File: config.mk
export PLATFORM = sky130hd
export DESIGN_NAME = crc16_frame_tx
export DESIGN_NICKNAME = d
export VERILOG_FILES = /design/src/rtl/crc16_pkg.sv /design/src/rtl/crc16_byte_step.sv /design/src/rtl/crc16_frame_tx.sv
export SDC_FILE = /design/constraint.sdc
export NUM_CORES = 1
export LEC_CHECK = 0
export CAP_MARGIN = 15
export CORE_MARGIN = 3
export CORE_UTILIZATION = 29
export CTS_BUF_LIST = sky130_fd_sc_hd__clkbuf_8
export DETAILED_ROUTE_END_ITERATION = 12
export PLACE_DENSITY = 0.49
export SETUP_SLACK_MARGIN = 0.05
export SYNTH_ARGS = -nofsm -noshare
export SYNTH_HDL_FRONTEND = slang
export SYNTH_SLANG_ARGS = --single-unit
File: constraint.sdc
create_clock -name clk -period 3.1 [get_ports clk]
set_clock_uncertainty 0.15 [all_clocks]
set_input_delay 0.31 -clock clk [delete_from_list [all_inputs] [get_ports clk]]
set_output_delay 0.31 -clock clk [all_outputs]
set_load 0.02 [all_outputs]
File: src/rtl/crc16_pkg.sv
// Shared constants and FSM state encoding for the CRC16 frame transmitter.
package crc16_pkg;

  localparam logic [15:0] CRC16_POLY         = 16'h8005;
  localparam logic [15:0] CRC16_INIT_DEFAULT = 16'h0000;

  typedef enum logic [1:0] {
    IDLE    = 2'd0,
    PAYLOAD = 2'd1,
    CRC_HI  = 2'd2,
    CRC_LO  = 2'd3
  } tx_state_e;

endpackage

File: src/rtl/crc16_byte_step.sv
// One-byte CRC16 update: MSB-first, no reflection, polynomial from crc16_pkg.
module crc16_byte_step
  import crc16_pkg::*;
(
  input  logic [15:0] crc_i,
  input  logic [7:0]  data_i,
  output logic [15:0] crc_o
);

  // Fold the byte into the top of the register, then run eight shift/XOR steps.
  always_comb begin
    logic [15:0] c;
    c = crc_i ^ {data_i, 8'h00};
    for (int i = 0; i < 8; i++) begin
      if (c[15]) c = {c[14:0], 1'b0} ^ CRC16_POLY;
      else       c = {c[14:0], 1'b0};
    end
    crc_o = c;
  end

endmodule

File: src/rtl/crc16_frame_tx.sv
// Frame transmitter: forwards payload bytes with one cycle of latency, then
// appends the CRC16 (high byte, then low byte flagged with m_last).
module crc16_frame_tx
  import crc16_pkg::*;
#(
  parameter logic [15:0] CRC_INIT = CRC16_INIT_DEFAULT
) (
  input  logic        clk,
  input  logic        rst_n,
  input  logic [7:0]  s_data,
  input  logic        s_valid,
  input  logic        s_last,
  output logic        s_ready,
  output logic [7:0]  m_data,
  output logic        m_valid,
  output logic        m_last,
  input  logic        m_ready,
  output logic [15:0] frame_cnt
);

  tx_state_e   state_q, state_d;
  logic [15:0] crc_q, crc_d;
  logic [7:0]  m_data_q, m_data_d;
  logic        m_valid_q, m_valid_d;
  logic        m_last_q, m_last_d;
  logic [15:0] frame_cnt_q, frame_cnt_d;
  logic [15:0] crc_step;
  logic        slot_free;
  logic        s_fire;

  // The output register can take a new byte when empty or being drained now.
  assign slot_free = !m_valid_q || m_ready;
  assign s_ready   = rst_n && slot_free && ((state_q == IDLE) || (state_q == PAYLOAD));
  assign s_fire    = s_valid && s_ready;

  crc16_byte_step u_step (
    .crc_i  (crc_q),
    .data_i (s_data),
    .crc_o  (crc_step)
  );

  // State, CRC accumulator, output register and frame counter.
  always_ff @(posedge clk or negedge rst_n) begin
    if (!rst_n) begin
      state_q     <= IDLE;
      crc_q       <= CRC_INIT;
      m_data_q    <= 8'h00;
      m_valid_q   <= 1'b0;
      m_last_q    <= 1'b0;
      frame_cnt_q <= 16'h0000;
    end else begin
      state_q     <= state_d;
      crc_q       <= crc_d;
      m_data_q    <= m_data_d;
      m_valid_q   <= m_valid_d;
      m_last_q    <= m_last_d;
      frame_cnt_q <= frame_cnt_d;
    end
  end

  // Next-state logic: load payload, then CRC high, then CRC low into the output slot.
  always_comb begin
    state_d     = state_q;
    crc_d       = crc_q;
    m_data_d    = m_data_q;
    m_valid_d   = m_valid_q;
    m_last_d    = m_last_q;
    frame_cnt_d = frame_cnt_q;

    // A drained slot empties unless something below refills it this cycle.
    if (slot_free) begin
      m_valid_d = 1'b0;
      m_last_d  = 1'b0;
    end

    unique case (state_q)
      IDLE, PAYLOAD: begin
        if (s_fire) begin
          m_data_d  = s_data;
          m_valid_d = 1'b1;
          m_last_d  = 1'b0;
          crc_d     = crc_step;
          state_d   = s_last ? CRC_HI : PAYLOAD;
        end
      end
      CRC_HI: begin
        if (slot_free) begin
          m_data_d  = crc_q[15:8];
          m_valid_d = 1'b1;
          m_last_d  = 1'b0;
          state_d   = CRC_LO;
        end
      end
      CRC_LO: begin
        if (slot_free) begin
          m_data_d    = crc_q[7:0];
          m_valid_d   = 1'b1;
          m_last_d    = 1'b1;
          crc_d       = CRC_INIT;
          frame_cnt_d = frame_cnt_q + 16'd1;
          state_d     = IDLE;
        end
      end
      default: state_d = IDLE;
    endcase
  end

  assign m_data    = m_data_q;
  assign m_valid   = m_valid_q;
  assign m_last    = m_last_q;
  assign frame_cnt = frame_cnt_q;

endmodule

## Word level (Yosys, flattened, before mapping)

Index checks and enable logic that the tools add are counted.

- Logic and storage cells: 64
- Input bits: 13
- Output and inout port bits: 27
- Register bits after elaboration: 44

- Equality and inequality tests: 6
- Bitwise logic cells: 9
- Reduce and logical (&&, ||, !) cells: 13
- Multiplexer cells: 29
- Add/subtract/negate cells: 1

Operator list:

| cell | count |
|---|---|
| two-way mux 16 bit | 10 |
| one-hot mux 16 bit (2 select lines) | 1 |
| two-way mux 8 bit | 3 |
| NOT 3 bit | 8 |
| one-hot mux 8 bit (3 select lines) | 1 |
| adder 16 x 1 -> 16 bit, second input constant | 1 |
| bitwise XOR 16 bit | 1 |
| two-way mux 2 bit | 4 |
| two-way mux 1 bit | 7 |
| != test 2 bit, second input constant | 3 |
| one-hot mux 2 bit (3 select lines) | 1 |
| AND reduction 3 bit | 2 |
| == test 2 bit, second input constant | 2 |
| OR reduction 2 bit | 2 |
| logical AND 1 bit | 3 |
| one-hot mux 1 bit (3 select lines) | 1 |
| == test 2 x 1 -> 1 bit, second input constant | 1 |
| zero test 2 bit | 1 |
| logical OR 1 bit | 2 |
| one-hot mux 1 bit (2 select lines) | 1 |
| AND reduction 2 bit | 1 |
| nonzero test 2 bit | 1 |
| zero test 1 bit | 1 |

## Logic depth before layout (Yosys ltp)

- Depth in word-level cells: 19
- Mapped depth: 6
- Depth with buffers taken out: 6

## Modules after synthesis

From an unflattened synthesis, not the netlist that was laid out.

- Cell total of the unflattened synthesis: 188
- Area total of the unflattened synthesis: 2213.4 um^2

By module, submodules not included:

| module | area an instance (um^2) | sequential area each (um^2) | cells an instance | instances |
|---|---|---|---|---|
| crc16_frame_tx | 1953.1 | 1101.1 | 160 | 1 |
| crc16_byte_step | 260.2 | 0.0 | 28 | 1 |

## Worst setup path after synthesis

Ideal clock, no wire load.

- Path type: reg2reg
- Start: register m_valid_q, in the netlist m_valid
- End: register m_data_q[0], in the netlist m_data[0]
- Buffers on the path: 0
- Data required time: 2825 ps
- Arrival time: 1749 ps
- Stages on the path, launching flop included: 6
- Clock period less this slack: 2024 ps
- Library setup time: 125 ps
- Path slack: 1076 ps
- Path through: dfrtp_1 > nand2b_1 > and3_1 > nand2_1 > o21ai_1 > mux2_2

- Longest elaborated chain between the ends: 7
- Elaborated cells on any way between the ends: 9
- Classes of those cells: 3 x eq/ne; 6 x reduce/logical

RTL lines:

| what | line | text |
|---|---|---|
| from (decl) | crc16_frame_tx.sv:24 | `logic m_valid_q, m_valid_d;` |
| from (signal assigned) | crc16_frame_tx.sv:55 | `m_valid_q <= m_valid_d;` |
| zero test 1 bit | crc16_frame_tx.sv:32 | `assign slot_free = !m_valid_q \|\| m_ready;` |
| logical OR 1 bit | crc16_frame_tx.sv:32 |  |
| logical AND 1 bit (2 in series) | crc16_frame_tx.sv:33 | `assign s_ready = rst_n && slot_free && ((state_q == IDLE) \|\| (state_q == PAYLOAD));` |
| net s_ready | crc16_frame_tx.sv:13 | `output logic s_ready,` |
| logical AND 1 bit | crc16_frame_tx.sv:34 | `assign s_fire = s_valid && s_ready;` |
| != test 2 bit (no source line) | - |  |
| AND reduction 3 bit (no source line) | - |  |
| to (signal assigned) | crc16_frame_tx.sv:54 | `m_data_q <= m_data_d;` |
| to (decl) | crc16_frame_tx.sv:23 | `logic [7:0] m_data_q, m_data_d;` |

The timed path passes the listed nets, and every way through them passes these cells.
A chain may end at the register's enable or synchronous reset.

## Worst setup path in the final report

- Start: input m_ready
- End: output s_ready

- Longest elaborated chain between the ends: 3

RTL lines:

| what | line | text |
|---|---|---|
| from (decl) | crc16_frame_tx.sv:17 | `input logic m_ready,` |
| logical OR 1 bit | crc16_frame_tx.sv:32 |  |
| logical AND 1 bit (2 in series) | crc16_frame_tx.sv:33 |  |
| to (decl) | crc16_frame_tx.sv:13 |  |

Every way passes these cells.

==> key figures <==
Setup path
  • Cell Chain, Critical Path: clkdlybuf4s50_1 -> nand2b_1 -> and3_1 -> clkdlybuf4s50_1
  • Worst reg2reg endpoint: crc_q[15]$_DFFE_PN0P_
  • Critical Path AT: 1.80 ns
  • R2R cell count: 5
  • Crit end category: output pin
  • Slowest CP cell: clkdlybuf4s50_1
  • WS Path Type: in -> out
  • Cell family with most CP delay: buffers and inverters
  • R2R Path Start: crc_q[14]$_DFFE_PN0P_
  • Crit path largest cell delay: 0.65 ns
  • WP buf/inv: 2
  • CP Data Required Time: 2.64 ns
  • Nature of the critical path startpoint: input port
  • Reg2reg setup slack: 1.00 ns
  • CP most frequent cell: clkdlybuf4s50_1
  • Critical Path Fanout Max: 4

Routing
  • Vias/cell: 4.51
  • Vias: approximately 1600
  • Remaining antenna violation count after routing: 0
  • DRT iter0 DRCs: 60
  • WL final: 4.83 mm
  • DRT Pass-1 Iters: 5
  • DRC viols: 0
  • WL/cell: 14.0 um

Place
  • Dpl hpwl: 3.35 mm
  • Post-place instance area: approximately 2600 um2
  • Port bufs: 39
  • Gpl congestion: between 0.7 and 0.8

Synth
  • Sequential cell area fraction in the yosys report: around half
  • Largest family of logic cells by synthesized area: XOR/XNOR gates
  • Post-synthesis adder-cell area fraction: 0.590%
  • Avg Inst Size Synth: 10.5 um2
  • Top cell type's share of synthesized area: 51.9%
  • Mapped Nets: 216
  • Distinct cells, synth: 28
  • Synth Area in Compound Gates: about 5.6%
  • Leading area contributor after synthesis: dfrtp_1
  • Simple-gate area share of the yosys netlist: 16.0%
  • Cells after synthesis: roughly 200
  • Post-synthesis mux area share: 8.02%
  • Yosys warns: 0
  • #FFs+latches synth: 44
  • Cell Area, Synth: 2120 um2
  • Top cells by area, synth: dfrtp_1, xnor2_1, nand2_1
  • XOR/XNOR Fraction of Synth Area: ~16%

Clock tree
  • CTS Root Cell: clkbuf_8
  • Clock sink total: 44
  • TritonCTS buffer count: 5
  • Hold buffer count at cts: 0
  • Total setup buffers inserted after CTS: 0
  • CTS tree: built
  • Worst-skew pair later-pin latency: about 0.30 ns
  • Longest Clk Path Bufs: 2
  • Clock-pin slew on the worst setup and hold paths: 0.09 ns
  • H-tree levels: 2
  • CTS resizes: 0

Global route
  • Total GRT Usage: around an eighth
  • Initial antenna violation count: 0
  • Largest net degree at the start of global routing: 46
  • Vias in the first global route: 1592
  • Global-route wire length before repair: 8.14 mm
  • Gr ovfl total: 0

Timing
  • Slew at the pin with the worst max-slew slack: 0.666 ns
  • # setup viols final: 0
  • Worst hold margin: -0.0194 ns
  • Setup TNS: 0 ns
  • RSZ-0062 raised after global routing: no
  • Final Hold Viols: 28
  • Relative slew slack: 55.2%
  • Fin crit share: ~73%
  • Fmax: 442 MHz
  • Final min period: 2.26 ns
  • Final slew viol count: 0

Power
  • Leakage Power: 1.20 nW
  • Flop pwr share: 33.6%
  • Logic pwr share: 50.1%
  • Share of total power in the clock network: between 10% and 20%
  • Pint: 0.00174 W
  • Pwr/cell area: between 1000 and 1500 nW/um2
  • Sw Share: 37.3%
  • Psw: 0.00104 W
  • Peak VDD IR: 0.000273 V

Run status
  • Status: complete, but fails checks
  • Failing checks: negative hold slack

Die
  • Die Y: around 92 um
  • I/O pins: 40
  • Initial core utilization: 30.5%
  • Core footprint: 6940 um2
  • Die area: 8380 um2
  • Row count: 30
  • Die Span X: 91.5 um

Final layout
  • NumNets Final: 261
  • Most used cells in the layout excluding fill and tap cells: dfrtp_1, clkdlybuf4s50_1, nand2_1
  • Commonest non-fill, non-tap cell in the layout: dfrtp_1
  • Share of cells above drive strength 1: 9.68%
  • Ant. Diodes: 0
  • Post-route design area: 2750 um2
  • Area delta synth->final: 29.9%

Hold path
  • Worst Hold Class: in -> async

Job
  • Max Cap Viol: 0
-- registers in the layout, summed over array words and instances, names as in the netlist --
signal     cells
state_q        2
m_data         8
frame_cnt     16
m_valid        1
crc_q         16
m_last         1
-- per-layer routing --
layer	up-vias	wire (um)	global-route usage, %
met4	0	55	3.77
met5	-	0	0
met3	5	121	2.32
li1	775	-	-
met2	24	2280	19.6
met1	747	2380	16.5
-- final cells by class --
cell class              count  area, um2
clock inverters             3       42.5
repair buffers             45        430
well taps                  96        120
multi-input cells         150        987
inverters                   1       3.75
fillers                   697       4190
clock buffers               5       68.8
flip-flops and latches     44       1100
-- per-stage QoR --
stage | cells | utilization [%] | setup slack (ns) | power (W)
CTS | 344 | 39.7 | 0.826 | 0.00282
global route | 344 | 39.7 | 0.807 | 0.00298
detailed placement | 336 | 38.1 | 0.645 | 0.00236
global placement | 336 | 38.1 | 0.688 | 0.00236
floorplan | 202 | - | 1.08 | 0.00191
finish | 344 | 39.7 | 0.838 | 0.00278
-- cells by family (layout without fill, tap and decap cells) --
group                      Yosys count  after routing
AOI/OAI and AO/OA                   22             22
DFF                                 44             44
xor gates and xnor gates            36             36
and+or+nand+nor                     75             75
muxes                               16             16
buffers and inverters                8             54
adders and majority gates            1              1
-- power groups by stage --
stage | Combinational, W | Sequential [W] | Clock (W)
2_1_floorplan | 0.000882 | 0.00103 | 0
3_3_place_gp | 0.00141 | 0.000949 | 0
3_5_place_dp | 0.00141 | 0.000949 | 0
4_1_cts | 0.00141 | 0.000940 | 0.000466
5_1_grt | 0.00153 | 0.000968 | 0.000482
6_report | 0.00139 | 0.000934 | 0.000451
-- worst max path at each step --
| stage | start | to | cells past startpoint |
|---|---|---|---|
| floorplan | m_valid$_DFF_PN0_ | m_data[0]$_DFFE_PN0P_ | 5 |
| global placement | s_data[6] | crc_q[15]$_DFFE_PN0P_ | 6 |
| detailed placement | m_ready | m_data[4]$_DFFE_PN0P_ | 7 |
| CTS | m_ready | s_ready | 4 |
| global route | m_ready | s_ready | 4 |
| finish | m_ready | s_ready | 4 |
-- synth_stat cells --
cell type	instances
a22o_1	1
and3_1	2
clkbuf_1	5
nand4_1	4
nor4_1	1
nand2_1	31
nand3_1	17
mux2i_1	8
inv_1	1
a21oi_1	9
nor2b_1	1
nand3b_1	1
xor2_1	7
xnor3_2	1
o211a_1	1
buf_2	2
nor3_1	1
dfrtp_1	44
and4_1	1
and2_1	2
nor2_1	13
ha_1	1
o21ai_0	10
nand2b_1	1
xor3_1	1
mux2_2	8
xnor2_1	27
o21ai_1	1
Note: power is estimated with default switching activity, not from simulation.
